$ cat config.mk
export PLATFORM = sky130hd
export DESIGN_NAME = multicycle_control_fsm
export DESIGN_NICKNAME = d
export VERILOG_FILES = /design/src/rtl/multicycle_control_fsm.sv
export SDC_FILE = /design/constraint.sdc
export NUM_CORES = 1
export LEC_CHECK = 0
export ABC_AREA = 1
export ABC_CLOCK_PERIOD_IN_PS = 2200
export CAP_MARGIN = 10
export CORE_ASPECT_RATIO = 1.25
export CORE_MARGIN = 4
export CORE_UTILIZATION = 38
export CTS_BUF_LIST = sky130_fd_sc_hd__clkbuf_16
export DETAILED_ROUTE_END_ITERATION = 10
export PLACE_DENSITY = 0.78
export SYNTH_ARGS = -nofsm -noshare
export SYNTH_HDL_FRONTEND = slang
export SYNTH_SLANG_ARGS = --single-unit
$ cat constraint.sdc
create_clock -name clk -period 2.2 [get_ports clk]
set_input_delay 0.44 -clock clk [delete_from_list [all_inputs] [get_ports clk]]
set_output_delay 0.44 -clock clk [all_outputs]
set_load 0.005 [all_outputs]
$ cat src/rtl/multicycle_control_fsm.sv
// ============================================================================
// Module   : multicycle_control_fsm
// Purpose  : Main sequencer for the multicycle RV32I core. Drives every enable
//            and mux select of the shared-ALU / unified-memory datapath.
// Revision : 1.0  initial release
// ============================================================================
`default_nettype none

module multicycle_control_fsm #(
  parameter bit USE_MEM_READY = 1'b1
) (
  input  logic       clk,
  input  logic       rst,
  input  logic [6:0] op,
  input  logic [2:0] funct3,
  input  logic       funct7b5,
  input  logic       zero,
  input  logic       mem_ready,
  output logic       pc_write,
  output logic       adr_src,
  output logic       mem_write,
  output logic       ir_write,
  output logic [1:0] result_src,
  output logic [1:0] alu_src_a,
  output logic [1:0] alu_src_b,
  output logic [2:0] alu_control,
  output logic [1:0] imm_src,
  output logic       reg_write,
  output logic       illegal,
  output logic [3:0] state
);

  typedef enum logic [3:0] {
    S_FETCH    = 4'd0,
    S_DECODE   = 4'd1,
    S_MEMADR   = 4'd2,
    S_MEMREAD  = 4'd3,
    S_MEMWB    = 4'd4,
    S_MEMWRITE = 4'd5,
    S_EXECR    = 4'd6,
    S_ALUWB    = 4'd7,
    S_EXECI    = 4'd8,
    S_JAL      = 4'd9,
    S_BEQ      = 4'd10,
    S_TRAP     = 4'd11
  } state_t;

  localparam logic [6:0] C_OP_LOAD   = 7'b0000011;
  localparam logic [6:0] C_OP_STORE  = 7'b0100011;
  localparam logic [6:0] C_OP_RTYPE  = 7'b0110011;
  localparam logic [6:0] C_OP_ITYPE  = 7'b0010011;
  localparam logic [6:0] C_OP_JAL    = 7'b1101111;
  localparam logic [6:0] C_OP_BRANCH = 7'b1100011;

  state_t r_state;
  logic   r_illegal;
  logic   w_ready;

  assign w_ready = USE_MEM_READY ? mem_ready : 1'b1;

  always_ff @(posedge clk) begin
    if (rst) begin
      r_state   <= S_FETCH;
      r_illegal <= 1'b0;
    end else begin
      case (r_state)
        S_FETCH:    if (w_ready) r_state <= S_DECODE;
        S_DECODE: begin
          case (op)
            C_OP_LOAD, C_OP_STORE: r_state <= S_MEMADR;
            C_OP_RTYPE:            r_state <= S_EXECR;
            C_OP_ITYPE:            r_state <= S_EXECI;
            C_OP_JAL:              r_state <= S_JAL;
            C_OP_BRANCH:           r_state <= S_BEQ;
            default: begin
              r_state   <= S_TRAP;
              r_illegal <= 1'b1;
            end
          endcase
        end
        S_MEMADR:   r_state <= (op == C_OP_LOAD) ? S_MEMREAD : S_MEMWRITE;
        S_MEMREAD:  if (w_ready) r_state <= S_MEMWB;
        S_MEMWB:    r_state <= S_FETCH;
        S_MEMWRITE: if (w_ready) r_state <= S_FETCH;
        S_EXECR:    r_state <= S_ALUWB;
        S_EXECI:    r_state <= S_ALUWB;
        S_ALUWB:    r_state <= S_FETCH;
        S_JAL:      r_state <= S_ALUWB;
        S_BEQ:      r_state <= S_FETCH;
        S_TRAP:     r_state <= S_TRAP;
        default:    r_state <= S_FETCH;
      endcase
    end
  end

  // During reset the selects decode as FETCH and all write enables are masked.
  state_t     w_st;
  logic [1:0] w_alu_op;
  logic       w_pc_write;
  logic       w_mem_write;
  logic       w_ir_write;
  logic       w_reg_write;

  always_comb begin
    w_st        = rst ? S_FETCH : r_state;
    w_alu_op    = 2'b00;
    w_pc_write  = 1'b0;
    w_mem_write = 1'b0;
    w_ir_write  = 1'b0;
    w_reg_write = 1'b0;
    adr_src     = 1'b0;
    result_src  = 2'b00;
    alu_src_a   = 2'b00;
    alu_src_b   = 2'b00;
    case (w_st)
      S_FETCH: begin
        alu_src_b  = 2'b10;
        result_src = 2'b10;
        w_ir_write = w_ready;
        w_pc_write = w_ready;
      end
      S_DECODE: begin
        alu_src_a = 2'b01;
        alu_src_b = 2'b01;
      end
      S_MEMADR: begin
        alu_src_a = 2'b10;
        alu_src_b = 2'b01;
      end
      S_MEMREAD:  adr_src = 1'b1;
      S_MEMWB: begin
        result_src  = 2'b01;
        w_reg_write = 1'b1;
      end
      S_MEMWRITE: begin
        adr_src     = 1'b1;
        w_mem_write = 1'b1;
      end
      S_EXECR: begin
        alu_src_a = 2'b10;
        w_alu_op  = 2'b10;
      end
      S_EXECI: begin
        alu_src_a = 2'b10;
        alu_src_b = 2'b01;
        w_alu_op  = 2'b10;
      end
      S_ALUWB:    w_reg_write = 1'b1;
      S_JAL: begin
        alu_src_a  = 2'b01;
        alu_src_b  = 2'b10;
        w_pc_write = 1'b1;
      end
      S_BEQ: begin
        alu_src_a  = 2'b10;
        w_alu_op   = 2'b01;
        w_pc_write = zero;
      end
      default: ;
    endcase

    pc_write  = w_pc_write  & ~rst;
    mem_write = w_mem_write & ~rst;
    ir_write  = w_ir_write  & ~rst;
    reg_write = w_reg_write & ~rst;
  end

  always_comb begin
    alu_control = 3'b000;
    case (w_alu_op)
      2'b01: alu_control = 3'b001;
      2'b10: begin
        case (funct3)
          3'b000:  alu_control = (op[5] & funct7b5) ? 3'b001 : 3'b000;
          3'b010:  alu_control = 3'b101;
          3'b110:  alu_control = 3'b011;
          3'b111:  alu_control = 3'b010;
          default: alu_control = 3'b000;
        endcase
      end
      default: alu_control = 3'b000;
    endcase
  end

  always_comb begin
    case (op)
      C_OP_STORE:  imm_src = 2'b01;
      C_OP_BRANCH: imm_src = 2'b10;
      C_OP_JAL:    imm_src = 2'b11;
      default:     imm_src = 2'b00;
    endcase
  end

  assign illegal = r_illegal;
  assign state   = r_state;

endmodule

`default_nettype wire

; ---- Word level (Yosys, flattened, before mapping)
; Cells that the tools add are included.
[totals]
ff_bits = 5
latch_bits = 0
mem_bits_rw = 0
romBits = 0
out_inout_bits = 21
wordCells = 76
n_memories = 0
[op_classes]
addsub = 0
multipliers = 0
n_div = 0
order_cmp = 0
n_eq_ne = 32
shifts = 0
n_mux = 20
bitwise = 7
reduce_logical = 15
[ops]
columns = cell, n
row1 = $pmux 4 s7, 1
row2 = $eq 4x3->1 const B, 6
row3 = $eq 4x4->1 const B, 6
row4 = $pmux 4 s5, 1
row5 = $eq 4x2->1 const B, 4
row6 = $mux 4, 4
row7 = $pmux 2 s2, 4
row8 = $eq 7x6->1 const B, 2
row9 = $eq 7x7->1 const B, 2
row10 = $pmux 3 s4, 1
row11 = $reduce_or 2->1, 6
row12 = $eq 4x1->1 const B, 2
row13 = $logic_not 4->1, 2
row14 = $eq 7x2->1 const B, 1
row15 = $eq 7x5->1 const B, 1
row16 = $eq 3x3->1 const B, 2
row17 = $ne 2x2->1 const B, 3
row18 = $pmux 2 s3, 1
row19 = $pmux 3 s2, 1
row20 = $reduce_or 3->1, 2
row21 = $reduce_or 6->1, 1
row22 = $and 1x1->1, 5
row23 = $mux 1, 5
row24 = $reduce_or 4->1, 1
row25 = other kinds (9), 10

; ---- Depth between registers and ports, before layout
; Gate-level depths: netlist of the first run.
[logic_depth]
depth_word = 6
depth_mapped = 11
depth_no_buf = 11

; ---- Least setup slack after synthesis of the first run
; Ideal clock, no wire load.
[synth_path]
path_kind = register to output
start = reg r_state[3], in the netlist state[3]
end = out alu_control[0]
arrival_ps = 1549
required_time_ps = 1760
slack_ps = 211
stages_incl_launch_ff = 10
cell_sequence = dfxtp_1 inv_1 nor2_2 nand2_1 nor2_2 inv_1 ha_1 nor2_1 nand2_1 o221ai_1
[synth_between]
elab_chain_len = 6
word_cells_on_any_way = 9
cone_classes = eq/ne (5) / mux (3) / reduce/logical (1)
[synth_rtl]
columns = item, line_no
row1 = "start, declared", 55  ; state_t r_state;
row2 = "start signal, assigned", 81  ; S_MEMADR: r_state <= (op == C_OP_LOAD) ? S_MEMREAD : S_MEMWRITE;
row3 = $mux 4 *, 105  ; w_st = rst ? S_FETCH : r_state;
row4 = $eq 4x4->1 or $eq 4x3->1 (tied branches), 115  ; case (w_st)
row5 = $reduce_or 2->1 (no source line), n/a
row6 = $pmux 2 s2 *, 115
row7 = $eq 2x2->1 or $eq 2x1->1 (tied branches), 170  ; case (w_alu_op)
row8 = $pmux 3 s2 *, 170
row9 = "end, declared", 26  ; output logic [2:0] alu_control,
; Mark *: on every way between the ends. The rest lies on a longest branch, timed or not.

; ---- Final worst setup path of the first run
[layout_path]
start = reg r_state[1], in the netlist state[1]
end = out alu_control[0]
; Same word-level chain as after synthesis.

==> results of run 1 <==
-- power by group --
group / switching (W) / internal (W) / leakage (nW)
sequential: 0.0000548 / 0.000141 / 0.0429
clock: 0.0000729 / 0.000237 / 0.0423
combinational: 0.000637 / 0.000548 / 0.780
total: 0.000765 / 0.000926 / 0.866
-- cells in the final DEF (no fill, tap or decap), types with 4 or more instances in the layout --
cell | netlist | routed
nand3_1 | 14 | 14
buf_4 | 0 | 32
clkdlybuf4s50_1 | 0 | 22
nor2_2 | 5 | 6
inv_1 | 26 | 19
nor2_4 | 1 | 11
dlymetal6s2s_1 | 0 | 5
nand2_1 | 41 | 36
nor2_1 | 20 | 9
nand2_2 | 1 | 5
inv_2 | 0 | 7
dlygate4sd2_1 | 0 | 4
-- kinds of logic after synthesis --
family	after synthesis	synth area share
compound gates	7	0.06493
fa+ha+maj	2	0.03710
simple gates	89	0.5919
buf+inv	28	0.1577
flops	5	0.1484
-- cell type report --
type,count,area share
clock buffers,3,0.04967
clock inverters,1,0.002483
repair buffers,70,0.4089
flip-flops and latches,5,0.07119
well taps,18,0.01490
inverters,27,0.06871
multi-input cells,98,0.3841
-- path summary, 6_finish.rpt --
check	slack [ps]	endpoint	cells after the start	start
setup / recovery	-170	alu_control[0]	13	state[1]$_SDFFE_PP0P_
hold / removal	470	illegal$_SDFFE_PP0P_	2	illegal$_SDFFE_PP0P_
setup reg to reg	610	state[0]$_SDFFE_PP0P_	11	state[1]$_SDFFE_PP0P_
hold reg to reg	470	illegal$_SDFFE_PP0P_	2	illegal$_SDFFE_PP0P_
-- sequential cells by signal, summed over array words and instances (netlist names) --
register and flops:
illegal 1, state 4
-- cell usage after synthesis --
master,number
nand4_1,1
nor2_4,1
nand3_1,14
nor2_1,20
inv_1,26
nand3b_1,1
buf_2,1
a21oi_1,3
ha_1,2
nand2_4,1
nand2_1,41
clkinv_1,1
a31o_2,1
o221ai_1,1
dfxtp_1,5
o21ai_0,1
nand3_2,1
a31oi_1,1
nor2_2,5
nand2_2,1
nor3_1,2
and3_1,1
-- what timing repair did --
action | in CTS | in global routing
endpoints found under the setup margin | 15 | 9
pin swaps | 9 | 0
resized for setup | 57 | 13
setup buffers | 7 | 0
-- through the flow --
step | instance area [um2] | power, W
6_report | 1511 | 0.001691
5_1_grt | 1511 | 0.001778
4_1_cts | 1473 | 0.001553
3_5_place_dp | 1252 | 0.001050
3_3_place_gp | 1252 | 0.001023
2_1_floorplan | 674.4 | 0.0005858
-- critical path: cells and delay by family, from the launching register on --
kind | cells | cell delay [ps]
simple gates | 6 | 690
buf+inv | 5 | 460
flops | 1 | 340
fa+ha+maj | 1 | 130
compound gates | 1 | 80
-- layer usage --
layer / part of all wire / track usage / up-vias
li1: - / - / 552
met1: 0.34 / 0.3320 / 571
met2: 0.50 / 0.5930 / 111
met3: 0.092 / 0.05825 / 32
met4: 0.064 / 0.2244 / 0
met5: 0 / 0 / -
==> metrics.cfg, run 1 <==
[grt]
grt_pass1_wl_mm=5.837
grtUsageTotal=0.3269
grt_pass1_vias=1249
antenna_found_initial=0
grt-ovfl-total=0
grt_max_degree=11

[synth]
ys_seq_area_frac=0.1484
ys_types=22
ys_warn_count=0
synth_nets=148
yosysTopAreaCell=nand2_1
ys_ff_latch=5
synth_top_area_share=0.2282
synth_area_per_cell_um2=5.148
synth_area_leaders=nand2_1 (23%), dfxtp_1 (15%), inv_1 (14%)
synthCells=131
syn_area_um2=674.4

[timing]
grt_setup_unrepaired=yes
setup_slack_ps=-171.4
period_needed_ps=2371
fin_hold_ws_ps=469.9
setup_viol=4
fmax_ghz=0.4217
finalSetupTns_ps=-355.8
period_share=1.078
hold_viol=0
maxSlewHeadroom=0.8576
slew_violations=0
tightestPinTransition_ps=213.1
fin_skew_ps=2.985

[pwr]
power_density_nw_per_um2=1119
leakagePower_nw=0.8655
ir_drop_mv=0.9219

[floorplanning]
rows=16
initial_core_util=0.4159
dieArea_um2=2517
ios=36
die_h_um=55.10
die_x_um=45.68
core_area_um2=1622

[setup_path]
crit_chain=inv_2, nor2_4, nand2_2, nor2_2, nor2_2, inv_2, ha_4, inv_1, nor2_4, buf_6, nand4_1, o221ai_1, buf_2
crit_type=flip-flop to output pin
critPathMaxFanout=3
endpoint_kind=output pin
setup.worst_path.start_class=flip-flop
cp.arrival_ps=1930
critPathRequiredTime_ps=1760
worst_path_largest_cell_delay_ps=340
critPathSlowestCell=dfxtp_2

[drt]
drt-vias-per-instance=5.703
dr.pass1.iters=7
post_drt_wl_per_cell_um=19.12
drc_errors=0
dr.first_iter.drc_count=71
vias=1266
routed_wl_mm=4.245
ant_nets=0

[clock_network]
cts_tree=built
clock-sinks=5
postCtsHoldBufs=0
clockBufferDepth=2
root_buffer=clkbuf_16
cts_buffers=3
clock_latency_ps=230
clkTransAtPathRegs_ps=40
h-tree-depth=1

[cells_and_area]
drive_gt1_frac=0.4020
stdcell_count=222
multi_input_area_um2=580.6
layout.nets=222
antenna_cells=0
seq_area_um2=107.6
final_core_util=0.9321
n_fill_cell=64
area_growth_pct=124.1

[run]
cap_violations=0

[placed_design]
hpwl_mm=1.977
place_ws_ps=-885.2
post-place-cells=211
portBuffers=35
routabilityCongestion=0.8794

[worst_hold_path]
hp-class=flip-flop to flip-flop

[outcome]
status=finished with violations
violations=setup timing

Note: power is estimated with default switching activity, not from simulation.
==> inputs of run 2 (changes only) <==
==> constraint.sdc (replaced) <==
create_clock -name clk -period 2.2 [get_ports clk]
set_input_delay 0.22 -clock clk [delete_from_list [all_inputs] [get_ports clk]]
set_output_delay 0.22 -clock clk [all_outputs]
set_load 0.005 [all_outputs]
==> metrics.cfg, run 2 (synthesis gave the netlist of run 1 again) <==
[pwr]
clkPwrFrac=0.209
p_sw_w=0.0005736
power_w=0.001420
leakagePower_nw=0.6868
power_density_nw_per_um2=1088
p_seq_frac=0.127
switching_share=0.4038
ir_drop_mv=1.014
intPower_w=0.0008468
combPwrFrac=0.664

[placed_design]
hpwl_mm=1.867
portBuffers=35
routabilityCongestion=0.8480

[setup_path]
critPathMaxFanout=4
crit_family=buffers and inverters
ff2ff_path_depth=9
crit_type=flip-flop to output pin
critPathSlowestCell=clkdlybuf4s50_1
cp.arrival_ps=1900
endpoint_kind=output pin
cp.depth=8
crit_chain=inv_1, nor2_2, inv_1, buf_4, nor2_1, a21oi_1, nand2_1, clkdlybuf4s50_1
setup.worst_path.start_class=flip-flop
crit_top_cell=inv_1
critPathRequiredTime_ps=1980
worst_path_largest_cell_delay_ps=490
critPathBufInv=4

[drt]
ant_nets=0
drc_errors=0
routed_wl_mm=2.440
dr.pass1.iters=4
drt-vias-per-instance=5.058
post_drt_wl_per_cell_um=11.84
vias=1042
dr.first_iter.drc_count=16

[grt]
grt_max_degree=11
antenna_found_initial=0
grt-ovfl-total=0
grt_pass1_wl_mm=4.043
grt_pass1_vias=1017
grtUsageTotal=0.2174

[worst_hold_path]
hp-class=flip-flop to flip-flop
min_path_cells=2

[cells_and_area]
antenna_cells=0
largest_reg_flops=4
area_growth_pct=93.51
final_core_util=0.8048
drive_gt1_frac=0.2394
mostFrequentLayoutCells=nand2_1 (38), clkdlybuf4s50_1 (30), inv_1 (27), buf_4 (19), nor2_1 (16)
n_fill_cell=128
layout.nets=206
layout_commonest_cell=nand2_1

[floorplanning]
rows=16
die_h_um=55.10
ios=36
initial_core_util=0.4159
dieArea_um2=2517
die_x_um=45.68
core_area_um2=1622

[clock_network]
root_buffer=clkbuf_16
cts_tree=built
postCtsHoldBufs=0
clockBufferDepth=2
clock-sinks=5
clock_latency_ps=230
cts_buffers=3
clkTransAtPathRegs_ps=30
h-tree-depth=1

[timing]
tightestPinTransition_ps=261.7
setup_viol=0
maxSlewHeadroom=0.8249
fmax_ghz=0.4720
period_needed_ps=2119
hold_viol=0
fin_skew_ps=3.859
period_share=0.9631
slew_violations=0

[outcome]
status=complete, no violations

[run]
cap_violations=0

run 2: cell count changes in the layout (fill, tap and decap cells not counted), sizes merged:
cell,delta
buf,-18
dlygate4sd2,-2
clkdlybuf4s50,+8
clkbuf,+1
clkdlybuf4s15,-1
dlymetal6s2s,-4
run 2: metal layers:
metal	global-route usage	part of all wire	up-vias
li1	-	-	520
met1	0.2154	0.36	473
met2	0.4233	0.55	40
met3	0.04531	0.066	9
met4	0.09268	0.024	0
met5	0	0	-
run 2: metrics by stage:
step / cells / cell area, um2 / hold slack (ps) / TNS [ps] / worst slack (ps)
finish: 206 / 1305 / 458.2 / 0 / 81.17
CTS: 206 / 1264 / 457.2 / -30.89 / -30.89
global route: 206 / 1305 / 481.4 / -11.42 / -11.42
global placement: 201 / 1177 / 433.0 / -853.6 / -313.3
floorplan: 131 / 674.4 / 289.1 / 0 / 431.2
detailed placement: 201 / 1177 / 449.4 / -1133 / -410.3
run 2: path summary, 6_finish.rpt:
| path | startpoint | endpoint | slack, ps |
|---|---|---|---|
| setup / recovery | state[1]$_SDFFE_PP0P_ | alu_src_a[1] | 80 |
| setup reg to reg | state[1]$_SDFFE_PP0P_ | state[1]$_SDFFE_PP0P_ | 800 |
| hold / removal | illegal$_SDFFE_PP0P_ | illegal$_SDFFE_PP0P_ | 460 |
| hold reg to reg | illegal$_SDFFE_PP0P_ | illegal$_SDFFE_PP0P_ | 460 |
run 2: worst reg2reg max path: cells and delay by family (launching register included):
family | cells | cell delay [ps]
buffers and inverters | 3 | 300
DFF | 1 | 350
and+or+nand+nor | 6 | 690
run 2: cell type report:
class	instances	area, um2	area share
sequential	5	106.4	0.08150
tap	18	22.52	0.01726
timing repair buffer	54	483.0	0.3701
clock buffer	3	75.07	0.05753
clock inverter	1	3.754	0.002876
multi-input combinational	98	513.0	0.3931
inverter	27	101.3	0.07766
run 2: power by group through the flow:
stage               clock (W)  sequential [W]  combinational (W)
floorplan                   0        0.000180           0.000406
global placement            0        0.000161           0.000853
detailed placement          0        0.000165           0.000869
CTS                  0.000300        0.000167           0.000893
global route         0.000311        0.000186            0.00103
finish               0.000296        0.000181           0.000943
run 2: what timing repair did:
| item | CTS | global route |
|---|---|---|
| endpoints found under the setup margin | 4 | 6 |
| gates resized for setup | 11 | 14 |
| pin swaps | 1 | 3 |
| setup buffers | 1 | 0 |
==> inputs of run 3 (changes only) <==
--- a/config.mk
+++ b/config.mk
@@ -13,6 +13,7 @@
 export CORE_UTILIZATION = 38
 export CTS_BUF_LIST = sky130_fd_sc_hd__clkbuf_16
 export DETAILED_ROUTE_END_ITERATION = 10
+export HOLD_SLACK_MARGIN = 0.05
 export PLACE_DENSITY = 0.78
 export SYNTH_ARGS = -nofsm -noshare
 export SYNTH_HDL_FRONTEND = slang
==> constraint.sdc (replaced) <==
create_clock -name clk -period 2.2 [get_ports clk]
set_input_delay 0.44 -clock clk [delete_from_list [all_inputs] [get_ports clk]]
set_output_delay 0.44 -clock clk [all_outputs]
set_load 0.005 [all_outputs]
==> results of run 3 <==
No change in the layout: final DEF, timing and power equal those of run 1.
